File: config.mk
export PLATFORM = sky130hd
export DESIGN_NAME = multicycle_ctrl
export DESIGN_NICKNAME = d
export VERILOG_FILES = /design/src/rtl/mc_pkg.sv /design/src/rtl/alu_decoder.sv /design/src/rtl/multicycle_ctrl.sv
export SDC_FILE = /design/constraint.sdc
export NUM_CORES = 1
export LEC_CHECK = 0
export ABC_AREA = 1
export BUFFER_PORTS_ARGS = -buffer_cell sky130_fd_sc_hd__buf_2
export CAP_MARGIN = 20
export CORE_MARGIN = 3
export CORE_UTILIZATION = 54
export CTS_CLUSTER_DIAMETER = 120
export DETAILED_ROUTE_END_ITERATION = 10
export PLACE_DENSITY = 0.83
export SLEW_MARGIN = 20
export SYNTH_ARGS = -nofsm -noshare
export SYNTH_HDL_FRONTEND = slang
export SYNTH_HIERARCHICAL = 1
export SYNTH_SLANG_ARGS = --single-unit
export TNS_END_PERCENT = 50
File: constraint.sdc
create_clock -name clk -period 4.3 [get_ports clk]
set_clock_uncertainty 0.1 [all_clocks]
set_input_delay 0.43 -clock clk [delete_from_list [all_inputs] [get_ports clk]]
set_output_delay 0.43 -clock clk [all_outputs]
set_load 0.05 [all_outputs]
File: src/rtl/mc_pkg.sv
// Shared definitions for the 8-bit multicycle processor: state encoding,
// opcode/funct constants, ALU codes, mux selects and the Moore control word.
package mc_pkg;

  typedef enum logic [3:0] {
    FETCH1  = 4'd0,
    FETCH2  = 4'd1,
    FETCH3  = 4'd2,
    FETCH4  = 4'd3,
    DECODE  = 4'd4,
    MEMADR  = 4'd5,
    LBRD    = 4'd6,
    LBWR    = 4'd7,
    SBWR    = 4'd8,
    RTYPEEX = 4'd9,
    RTYPEWR = 4'd10,
    BEQEX   = 4'd11,
    JEX     = 4'd12,
    ADDIEX  = 4'd13,
    ADDIWR  = 4'd14
  } state_t;

  localparam logic [5:0] OP_LB    = 6'b100000;
  localparam logic [5:0] OP_SB    = 6'b101000;
  localparam logic [5:0] OP_RTYPE = 6'b000000;
  localparam logic [5:0] OP_BEQ   = 6'b000100;
  localparam logic [5:0] OP_J     = 6'b000010;
  localparam logic [5:0] OP_ADDI  = 6'b001000;

  localparam logic [5:0] FUNCT_ADD = 6'b100000;
  localparam logic [5:0] FUNCT_SUB = 6'b100010;
  localparam logic [5:0] FUNCT_AND = 6'b100100;
  localparam logic [5:0] FUNCT_OR  = 6'b100101;
  localparam logic [5:0] FUNCT_SLT = 6'b101010;

  localparam logic [2:0] ALUCTL_AND = 3'b000;
  localparam logic [2:0] ALUCTL_OR  = 3'b001;
  localparam logic [2:0] ALUCTL_ADD = 3'b010;
  localparam logic [2:0] ALUCTL_BAD = 3'b101;
  localparam logic [2:0] ALUCTL_SUB = 3'b110;
  localparam logic [2:0] ALUCTL_SLT = 3'b111;

  localparam logic [1:0] ALUOP_ADD   = 2'b00;
  localparam logic [1:0] ALUOP_SUB   = 2'b01;
  localparam logic [1:0] ALUOP_FUNCT = 2'b10;

  localparam logic [1:0] SRCB_B     = 2'b00;
  localparam logic [1:0] SRCB_ONE   = 2'b01;
  localparam logic [1:0] SRCB_IMM   = 2'b10;
  localparam logic [1:0] SRCB_BROFF = 2'b11;

  localparam logic [1:0] PCSRC_ALU    = 2'b00;
  localparam logic [1:0] PCSRC_ALUOUT = 2'b01;
  localparam logic [1:0] PCSRC_JUMP   = 2'b10;

  typedef struct packed {
    logic       memread;
    logic       memwrite;
    logic       alusrca;
    logic [1:0] alusrcb;
    logic       memtoreg;
    logic       regdst;
    logic       iord;
    logic       regwrite;
    logic [3:0] irwrite;
    logic [1:0] pcsrc;
    logic       pcwrite;
    logic       branch;
    logic [1:0] aluop;
  } ctrl_t;

  // Moore control word for a state; anything not set here stays 0.
  function automatic ctrl_t decode_ctrl(state_t s);
    ctrl_t c;
    c = '0;
    c.aluop = ALUOP_ADD;
    case (s)
      FETCH1, FETCH2, FETCH3, FETCH4: begin
        c.memread = 1'b1;
        c.irwrite = 4'b0001 << s;
        c.alusrcb = SRCB_ONE;
        c.pcwrite = 1'b1;
        c.pcsrc   = PCSRC_ALU;
      end
      DECODE:         c.alusrcb = SRCB_BROFF;
      MEMADR, ADDIEX: begin
        c.alusrca = 1'b1;
        c.alusrcb = SRCB_IMM;
      end
      LBRD: begin
        c.memread = 1'b1;
        c.iord    = 1'b1;
      end
      LBWR: begin
        c.regwrite = 1'b1;
        c.memtoreg = 1'b1;
      end
      SBWR: begin
        c.memwrite = 1'b1;
        c.iord     = 1'b1;
      end
      RTYPEEX: begin
        c.alusrca = 1'b1;
        c.aluop   = ALUOP_FUNCT;
      end
      RTYPEWR: begin
        c.regwrite = 1'b1;
        c.regdst   = 1'b1;
      end
      BEQEX: begin
        c.alusrca = 1'b1;
        c.aluop   = ALUOP_SUB;
        c.branch  = 1'b1;
        c.pcsrc   = PCSRC_ALUOUT;
      end
      JEX: begin
        c.pcwrite = 1'b1;
        c.pcsrc   = PCSRC_JUMP;
      end
      ADDIWR:  c.regwrite = 1'b1;
      default: c = '0;
    endcase
    return c;
  endfunction

endpackage

File: src/rtl/alu_decoder.sv
// ALU decoder: maps aluop and the R-type funct field to the ALU function code.
module alu_decoder
  import mc_pkg::*;
(
  input  logic [1:0] aluop,
  input  logic [5:0] funct,
  output logic [2:0] alucontrol
);

  // Unknown R-type functs still produce a defined code so writeback is harmless.
  always_comb begin
    alucontrol = ALUCTL_ADD;
    case (aluop)
      ALUOP_ADD: alucontrol = ALUCTL_ADD;
      ALUOP_SUB: alucontrol = ALUCTL_SUB;
      ALUOP_FUNCT: begin
        case (funct)
          FUNCT_ADD: alucontrol = ALUCTL_ADD;
          FUNCT_SUB: alucontrol = ALUCTL_SUB;
          FUNCT_AND: alucontrol = ALUCTL_AND;
          FUNCT_OR:  alucontrol = ALUCTL_OR;
          FUNCT_SLT: alucontrol = ALUCTL_SLT;
          default:   alucontrol = ALUCTL_BAD;
        endcase
      end
      default: alucontrol = ALUCTL_ADD;
    endcase
  end

endmodule

File: src/rtl/multicycle_ctrl.sv
// Main control FSM of the multicycle processor: four-byte fetch, decode,
// execute, memory and writeback, with a registered Moore control word.
module multicycle_ctrl
  import mc_pkg::*;
#(
  parameter int STATE_W = 4
) (
  input  logic               clk,
  input  logic               reset,
  input  logic [5:0]         op,
  input  logic [5:0]         funct,
  input  logic               zero,
  output logic               memread,
  output logic               memwrite,
  output logic               alusrca,
  output logic [1:0]         alusrcb,
  output logic               memtoreg,
  output logic               regdst,
  output logic               iord,
  output logic               regwrite,
  output logic [3:0]         irwrite,
  output logic [1:0]         pcsrc,
  output logic               pcen,
  output logic               branch,
  output logic [2:0]         alucontrol,
  output logic [STATE_W-1:0] state
);

  state_t     cur;
  ctrl_t      ctl;
  logic [2:0] aluctl;

  function automatic state_t next_state(state_t s, logic [5:0] opcode);
    state_t n;
    n = FETCH1;
    case (s)
      FETCH1:  n = FETCH2;
      FETCH2:  n = FETCH3;
      FETCH3:  n = FETCH4;
      FETCH4:  n = DECODE;
      DECODE: begin
        case (opcode)
          OP_LB, OP_SB: n = MEMADR;
          OP_RTYPE:     n = RTYPEEX;
          OP_BEQ:       n = BEQEX;
          OP_J:         n = JEX;
          OP_ADDI:      n = ADDIEX;
          default:      n = FETCH1;
        endcase
      end
      MEMADR:  n = (opcode == OP_LB) ? LBRD : SBWR;
      LBRD:    n = LBWR;
      RTYPEEX: n = RTYPEWR;
      ADDIEX:  n = ADDIWR;
      default: n = FETCH1;
    endcase
    return n;
  endfunction

  // The control word is registered alongside the state so it is valid from
  // the first cycle of each state, including FETCH1 right after reset.
  always_ff @(posedge clk) begin
    if (reset) begin
      cur <= FETCH1;
      ctl <= decode_ctrl(FETCH1);
    end else begin
      cur <= next_state(cur, op);
      ctl <= decode_ctrl(next_state(cur, op));
    end
  end

  alu_decoder u_alu_decoder (
    .aluop      (ctl.aluop),
    .funct      (funct),
    .alucontrol (aluctl)
  );

  // Reset blanks every output immediately, so an aborted instruction writes nothing.
  always_comb begin
    memread    = 1'b0;
    memwrite   = 1'b0;
    alusrca    = 1'b0;
    alusrcb    = 2'b00;
    memtoreg   = 1'b0;
    regdst     = 1'b0;
    iord       = 1'b0;
    regwrite   = 1'b0;
    irwrite    = 4'b0000;
    pcsrc      = 2'b00;
    pcen       = 1'b0;
    branch     = 1'b0;
    alucontrol = 3'b000;
    state      = '0;
    if (!reset) begin
      memread    = ctl.memread;
      memwrite   = ctl.memwrite;
      alusrca    = ctl.alusrca;
      alusrcb    = ctl.alusrcb;
      memtoreg   = ctl.memtoreg;
      regdst     = ctl.regdst;
      iord       = ctl.iord;
      regwrite   = ctl.regwrite;
      irwrite    = ctl.irwrite;
      pcsrc      = ctl.pcsrc;
      pcen       = ctl.pcwrite | (ctl.branch & zero);
      branch     = ctl.branch;
      alucontrol = aluctl;
      state      = STATE_W'(cur);
    end
  end

endmodule

# Yosys cells after proc, flatten, opt, wreduce, memory -nomap -nowiden
# Index checks and enable logic that the tools add are counted.
# totals
reg_bits,23
in_bits,15
out_inout_bits,24
word_cells,98
# op_classes
n_eq_ne,34
shift,1
mux,33
bitwise_logic,3
reduce_logical,12
# op_table
cell,count
$eq 6x6->1 const B,7
$eq 4x4->1 const B,9
$pmux 4 s9,1
$eq 4x3->1 const B,7
$pmux 4 s5,1
$mux 1,19
$eq 4x2->1 const B,4
$mux 4,4
$pmux 3 s5,1
$reduce_or 5->1,2
$eq 4x1->1 const B,2
$logic_not 4->1,2
$pmux 2 s2,2
$reduce_or 2->1,4
$reduce_or 4->1,2
$eq 6x2->1 const B,1
$eq 6x3->1 const B,1
$eq 6x4->1 const B,1
$logic_not 6->1,1
$pmux 2 s3,1
$pmux 3 s2,1
$mux 2,2
$shl 1x4->4 const A,1
$mux 3,1
other kinds (6),6

# Logic depth before layout (Yosys ltp)
# Gate-level depths: netlist (run 1).
# logic_depth
word_depth,9
depth_mapped,10

# By module
# Netlist (run 1), hierarchy kept.
# by_module_without_submodules
mod,instances,cells_per_inst,area_each_um2,seq_area_each_um2
multicycle_ctrl,1,176,1131.1,460.4
alu_decoder,1,31,155.1,0.0

# Least setup slack after synthesis (run 1)
# No wires, ideal clock.
# synth_path
path_type,register to output
from,register ctl[0] (netlist bit)
to,output port alucontrol[2]
t_arrival_ns,1.594
setup_slack_ns,2.176
stages_incl_launch_ff,8
n_path_buf,0
cell_sequence,dfxtp_1 > inv_1 > ha_1 > inv_1 > nand2_1 > o21ai_0 > inv_1 > nor2_1
# synth_via
elab_chain_cells,3
word_cells_on_any_way,4
# synth_rtl
element,line,rtl
start: declaration,multicycle_ctrl.sv:30,ctrl_t ctl;
start signal: assignment,multicycle_ctrl.sv:65,ctl <= decode_ctrl(FETCH1);
start signal: assignment,multicycle_ctrl.sv:68,"ctl <= decode_ctrl(next_state(cur, op));"
$eq 2x2->1 or $eq 2x1->1 (tied branches),alu_decoder.sv:13,case (aluop)
$pmux 3 s2 (*),alu_decoder.sv:13,
net aluctl[2],multicycle_ctrl.sv:31,logic [2:0] aluctl;
$mux 3 (*),multicycle_ctrl.sv:94,if (!reset) begin
end: declaration,multicycle_ctrl.sv:25,"output logic [2:0] alucontrol,"
# The timed path passes the listed nets; every way through them passes the cells marked *.

# Worst setup path in the final report (run 1)
# Ends and elaborated chain as after synthesis.

==> out/metrics.cfg, run 1 <==
[synthesis]
synth_area_leader_cell=dfxtp_1
ys_seq_elements=23
yosys-top-cells-area=dfxtp_1 (36%), nor2_1 (17%), inv_1 (11%)
synthArstFlopShare=0
seq_area_frac_synth=0.358
synth_area_mm2=0.00129
synth_ff_type=dfxtp_1
syn_inst=207
yosys-top-cells-count=nor2_1 (57), inv_1 (39), nand2_1 (30)
synth_top_area_share=0.358
synth.most_common_cell=nor2_1
syn_nets=224
yosysWarnings=6
synth-edff-count=0
syn_area_per_cell_um2=6.21
synth.distinct_cells=20

[layout]
drive_above_1_share=0.257
fill_cells=218
syn2layout_area_growth_pct=18.4
instances_no_fill=273
final_util=0.682
stdcell_area_mm2=0.00152
n_antenna_cell=0
finalNetCount=263

[detailed_routing]
drtPass1Iterations=4
vias=1231
drc=0
avgRoutedWirePerCell_um=8.59
drtAntennaViolNets=0
drt_iter0_drc=18
routed_wl_mm=2.35
viasPerCell=4.51

[outcome]
outcome=finished, final reports clean

[placement]
io_buffers=38
place_congestion=0.796
placedCellCount=269
hpwl_mm=1.87
postPlaceCellArea_mm2=0.00150
place_ws_ps=2430

[min_path]
holdCritPathClass=in2reg

[floorplan]
ios=39
die_h_um=54.8
core_mm2=0.00223
rows=17
die_w_um=54.8
initial_core_util=0.576
die_area_mm2=0.00300

[cts]
cts_tree=done
numCtsBuffers=3
clk_pin_slew_ps=110
ctsLongestPathBuffers=2
cts-root-buf=clkbuf_4
clock_sinks=23
holdBufCountCts=0
cts_max_level=1
post_cts_buffers=0
cts_resized=0
insertion_delay_ps=300

[global_route]
grt_pass1_wl_mm=3.86
grt_pass1_vias=953
grt_max_degree=34
grt_overflow=0
gr-usage-all-layers=0.172
antenna_found_initial=0

[sta]
worst_slew_pin_slew_ps=574
holdWs_ps=511
setup_tns_ps=0
timing.fmax_mhz=456
setup_viol=0
setup_ws_ps=2110
slew_viol_final=0
relSlewSlack=0.617
rsz0062_at_grt=false
layout_min_cycle_time_ps=2190
fin_crit_sh=0.510
hold_viol_final=0

[power]
power.leakage_nw=0.835
ir_drop_mv=0.285
power_density_mw_per_mm2=270
p_total_uw=411

[critical_path]
worstSetupPathType=reg2out
start_kind=register
end_kind=output pin
worstPathMaxFanout=2
cp_data_required_time_ps=3770
cp.arrival_ps=1660

[job]
cap_viol_max_count=0

## cells in the final DEF, fill, tap and decap left out, types with 2 or more instances in the layout
cell / count
inv_1: 39
nand2_1: 30
dfxtp_1: 23
nor2_4: 4
a21oi_1: 4
nor2_1: 57
o21ai_2: 2
o21ai_1: 2
nand2_2: 4
nand3_1: 21
ha_1: 2
clkbuf_4: 3
inv_2: 4
nor2_2: 5
buf_2: 38
## registers in the layout (all words and copies together) (netlist names)
signal / flops
ctl: 19
cur: 4
## path summary, 6_finish.rpt
path	from	end	slack (ps)	cells past startpoint
worst max-delay path	ctl[0]	alucontrol[2]	2110	8
worst min-delay path	reset	cur[1]	510	2
worst max register to register	cur[2]	ctl[14]	2710	9
worst min register to register	cur[1]	ctl[14]	540	2
## layer usage
| layer | routed length, um | global-route usage | part of all wire |
|---|---|---|---|
| met5 | 0 | 0 | 0 |
| met2 | 1020 | 0.268 | 0.44 |
| met4 | 23 | 0.0373 | 0.0098 |
| met3 | 150 | 0.0354 | 0.064 |
| met1 | 1150 | 0.241 | 0.49 |
## cell families after synthesis
kind of cell,after synthesis,synth area share
and+or+nand+nor,126,0.445
AOI/OAI and AO/OA,9,0.0409
buffers and inverters,47,0.137
DFF,23,0.358
adders and majority gates,2,0.0195
## final cells by class
class                      instances  area (um2)  area share
timing repair buffer              38         190       0.125
multi-input combinational        137         649       0.426
inverter                          43         161       0.106
sequential                        23         460       0.302
clock buffer                       4        26.3      0.0173
tap                               28        35.0      0.0230
## critical path: stages (launching register included)
cell     delay [ps]
dfxtp_1         350
inv_1            50
ha_1            300
inv_1            80
nand2_1          60
o21ai_0         160
inv_1            50
nor2_1           70
buf_2           270
## power by group
group | switching, mW | leakage [nW] | internal (mW)
Clock | 0.0590 | 0.0150 | 0.0361
Sequential | 0.00467 | 0.187 | 0.220
Combinational | 0.0655 | 0.633 | 0.0247
Note: power is estimated with default switching activity, not from simulation.
==> inputs of run 2 (changes only) <==
- CORE_UTILIZATION: 54 -> 45
- PLACE_DENSITY: 0.83 -> 0.74
- clock period: 4.3 -> 2 ns (I/O delays scaled with it)
==> run 2 against run 1 <==
Compared with the run above: register-to-register slack worse by 2300 ps; utilization is 8.8 points lower; wire length is 3.8% higher; first-iteration DRC count grew to 3.2 times the previous value; die area is 18% higher; design area is 1.1% higher; global-route usage is 3.1 points lower; clock-buffer cell count is 1 lower; critical path depth stayed put; critical path type unchanged.
==> out/metrics.cfg, run 2 (synthesis results as in run 1) <==
[outcome]
outcome=finished, final reports clean

[placement]
place_congestion=0.835
hpwl_mm=1.96
io_buffers=38

[power]
power.leakage_nw=0.838
power_density_mw_per_mm2=576
ir_drop_mv=0.422
p_total_uw=887

[detailed_routing]
viasPerCell=4.56
routed_wl_mm=2.44
avgRoutedWirePerCell_um=8.86
vias=1254
drt_iter0_drc=58
drtPass1Iterations=4
drtAntennaViolNets=0
drc=0

[cts]
cts_max_level=1
clock_sinks=23
clk_pin_slew_ps=120
insertion_delay_ps=310
numCtsBuffers=3
cts_tree=done
cts-root-buf=clkbuf_4
ctsLongestPathBuffers=2

[global_route]
grt_pass1_wl_mm=3.87
grt_pass1_vias=980
grt_max_degree=34
grt_overflow=0
gr-usage-all-layers=0.141
antenna_found_initial=0

[critical_path]
worstSetupPathType=reg2out
start_kind=register
cp_data_required_time_ps=1700
cp.arrival_ps=1570
end_kind=output pin
ff2ff_setup_slack_ps=420
worstPathMaxFanout=2

[layout]
final_util=0.594
largestRegisters=ctl x19, cur x4
top_register=ctl
final_common_cell=nor2_1
finalNetCount=263
final_cell_mix=nor2_1 (56), inv_1 (39), buf_2 (36)
syn2layout_area_growth_pct=19.7
drive_above_1_share=0.269
n_antenna_cell=0
largest_reg_flops=19

[floorplan]
die_area_mm2=0.00354
die_w_um=59.5
die_h_um=59.5
core_mm2=0.00259
initial_core_util=0.497
rows=18
ios=39

[sta]
timing.fmax_mhz=534
rsz0062_at_grt=false
relSlewSlack=0.604
layout_min_cycle_time_ps=1870
setup_tns_ps=0
holdWs_ps=268
fin_crit_sh=0.936
slew_viol_final=0
worst_slew_pin_slew_ps=595
hold_viol_final=0
setup_viol=0

[job]
cap_viol_max_count=0

[min_path]
holdCritPathClass=in2reg

## run 2: cell count changes in the layout (fill, tap and decap cells not counted)
cell      change
buf_2         -2
buf_6         +1
clkbuf_1      -1
clkbuf_4      +1
clkinv_2      +1
dfxtp_1       -1
dfxtp_2       +1
nor2_1        -1
nor2_2        +1
o21ai_0       -1
o21ai_1       +1
## run 2: layer usage
| layer | routed length, um | global-route usage |
|---|---|---|
| met5 | 0 | 0 |
| met4 | 35 | 0.0583 |
| met3 | 180 | 0.0240 |
| met2 | 1060 | 0.237 |
| met1 | 1160 | 0.177 |
## run 2: final timing paths
| kind | start | endpoint | depth (start not counted) |
|---|---|---|---|
| max | ctl[0] | alucontrol[0] | 8 |
| min | reset | cur[1] | 2 |
| max reg2reg | cur[0] | ctl[3] | 9 |
| min reg2reg | cur[1] | ctl[13] | 2 |
## run 2: timing repair
action                                  4_1_cts  5_1_grt
hold buffers                                  0        0
endpoints found under the setup margin        0        2
buffers inserted                              0        0
resized for setup                             0        7
## run 2: final cells by class
| class | instances | area, um2 |
|---|---|---|
| inverter | 43 | 161 |
| tap | 30 | 37.5 |
| timing repair buffer | 38 | 199 |
| fill | 262 | 1050 |
| multi-input combinational | 137 | 652 |
| clock inverter | 1 | 5.00 |
| sequential | 23 | 462 |
| clock buffer | 3 | 22.5 |
## run 2: critical path, stage by stage (launching register included)
cell and delay [ps]:
dfxtp_2 350, inv_1 40, ha_1 290, inv_1 70, nand2_1 60, nor2_1 100
inv_1 40, nor2_1 70, clkbuf_4 240
## run 2: power by group
part           total (mW)  internal [mW]  switching, mW
clock               0.209         0.0747          0.134
combinational       0.194         0.0532          0.141
sequential          0.483          0.474        0.00935
## run 2: metrics by stage
stage               std cells  area [um2]  setup slack (ps)
CTS                       275        1530              2.31
detailed placement        271        1500               368
floorplan                 207        1290               106
global route              275        1540              17.5
global placement          271        1500               401
finish                    275        1540               128
==> inputs of run 3 (changes only) <==
- PLACE_DENSITY: 0.74 -> 0.75
- SYNTH_HIERARCHICAL: 1 -> default
==> run 3 against run 2 <==
Compared with the run above: total power fell by 2.1%; wire length fell by 8.6%; clock-buffer cell count rose by 1; clock power fell by 6%; critical path depth fell by 3; sequential power barely moved; non-clock buffer count did not move; register-to-register slack improved by 90 ps; utilization fell by 1.3 points; via count fell by 8.9%; worst hold slack got worse by 12 ps; critical endpoint unchanged; highest routed layer unchanged.
==> out/metrics.cfg, run 3 <==
[layout]
drive_above_1_share=0.258
finalNetCount=251
largest_reg_flops=19
largestRegisters=ctl x19, cur x4
top_register=ctl
stdcell_area_mm2=0.00148
n_antenna_cell=0
syn2layout_area_growth_pct=20.5
final_util=0.581
fill_cells=260
final_cell_mix=nor2_1 (56), inv_1 (39), buf_2 (36)
instances_no_fill=263
final_common_cell=nor2_1

[sta]
relSlewSlack=0.647
layout_min_cycle_time_ps=1870
setup_tns_ps=0
worst_slew_pin_slew_ps=530
rsz0062_at_grt=false
hold_viol_final=0
slew_viol_final=0
timing.fmax_mhz=536
setup_viol=0
fin_crit_sh=0.933

[floorplan]
die_h_um=58.2
core_mm2=0.00254
rows=18
die_area_mm2=0.00339
initial_core_util=0.482
die_w_um=58.2
ios=39

[cts]
cts_tree=done
clock_sinks=23
ctsLongestPathBuffers=2
clk_pin_slew_ps=110
cts-root-buf=clkbuf_4
numCtsBuffers=3
post_cts_buffers=0
cts_max_level=1
insertion_delay_ps=290

[synthesis]
synth.distinct_cells=22
yosys-top-cells-area=dfxtp_1 (38%), nor2_1 (17%), inv_1 (12%)
ys_seq_elements=23
syn_inst=194
yosysWarnings=0
synthArstFlopShare=0
syn_nets=211
seq_area_frac_synth=0.375
synth_area_leader_cell=dfxtp_1
synth-edff-count=0
yosys-top-cells-count=nor2_1 (56), inv_1 (39), nand2_1 (26)
syn_area_per_cell_um2=6.33
synth_top_area_share=0.375
synth_ff_type=dfxtp_1
synth.most_common_cell=nor2_1
synth_area_mm2=0.00123

[detailed_routing]
drtPass1Iterations=4
vias=1142
drtAntennaViolNets=0
drc=0
routed_wl_mm=2.23
viasPerCell=4.34
drt_iter0_drc=59
avgRoutedWirePerCell_um=8.47

[power]
comb_power_share=0.214
ir_drop_mv=0.392
seq_power_share=0.559
swShare=0.305
clockPowerShare=0.227
power.switching_uw=265
power_density_mw_per_mm2=587
p_int_uw=603
power.leakage_nw=0.789

[min_path]
holdCritPathClass=in2reg

[global_route]
grt_max_degree=33
antenna_found_initial=0
grt_pass1_vias=966
grt_pass1_wl_mm=3.81
grt_overflow=0
gr-usage-all-layers=0.142

[placement]
placedCellCount=259
postPlaceCellArea_mm2=0.00144
place_congestion=0.803
io_buffers=38
hpwl_mm=1.79

[critical_path]
cp.arrival_ps=1570
worstPathCellList=inv_1 > ha_1 > or2_2 > nor2_1 > buf_4
end_kind=output pin
start_kind=register
cp_data_required_time_ps=1700
worstSetupPathType=reg2out
max_stage_delay_ps=340
worstPathMaxFanout=2
critical_path.slowest_cell=dfxtp_2

[job]
cap_viol_max_count=0

[outcome]
outcome=finished, final reports clean

==> run 3: changes by cell type in the layout (fill, tap and decap cells not counted), moves of 2 or more <==
cell / change
nand2_1: -4
nand3_1: -5
nor2_4: -3
a21oi_1: +2
o21ai_1: -3
nor2_2: -2
o2111ai_1: +2
==> run 3: area by class of cell <==
type                            count  area (um2)  share of cell area
Multi-Input combinational cell    126         597               0.404
Tap cell                           30        37.5              0.0254
Clock buffer                        4        26.3              0.0178
Inverter                           42         158               0.107
Timing Repair Buffer               38         199               0.135
Sequential cell                    23         462               0.312
==> run 3: power groups by stage <==
stage	Combinational (mW)	Sequential, mW	Clock, mW
after floorplan	0.142	0.493	0
after global placement	0.185	0.495	0
after detailed placement	0.186	0.496	0
after CTS	0.186	0.485	0.206
after global routing	0.208	0.487	0.225
final	0.186	0.485	0.197
==> run 3: cells by family after synthesis <==
group / count (synthesis) / share of synthesized area
fa+ha+maj: 2 / 0.0204
compound gates: 9 / 0.0459
buf+inv: 45 / 0.139
simple gates: 115 / 0.420
flops: 23 / 0.375
==> run 3: timing repair <==
item / in CTS / in global routing
setup endpoints to repair: 0 / 2
hold buffers: 0 / 0
gates resized for setup: 0 / 6
==> run 3: worst max-delay path: cells and delay by family, from the launching register on <==
family	cells	cell delay [ps]
adders and majority gates	1	300
buffers and inverters	2	240
DFF	1	340
and+or+nand+nor	2	390
==> run 3: stage by stage <==
step	power [mW]	setup slack, ps	hold WS, ps
6_report	0.868	135	256
5_1_grt	0.920	22.1	286
4_1_cts	0.877	53.5	247
3_5_place_dp	0.682	394	507
3_3_place_gp	0.680	424	505
2_1_floorplan	0.634	118	186
==> run 3: path summary, 6_finish.rpt <==
| kind | start | endpoint | slack [ps] | cells after the start |
|---|---|---|---|---|
| worst max register to register | cur[1] | ctl[14] | 510 | 9 |
| worst min-delay path | op[4] | ctl[17] | 260 | 5 |
| worst min register to register | cur[3] | cur[0] | 530 | 3 |
| worst max-delay path | ctl[0] | alucontrol[0] | 130 | 5 |
==> run 3: routing by layer <==
layer,global-route usage,part of all wire
met1,0.190,0.51
met2,0.226,0.42
met3,0.0290,0.065
met4,0.0497,0.0045
met5,0,0
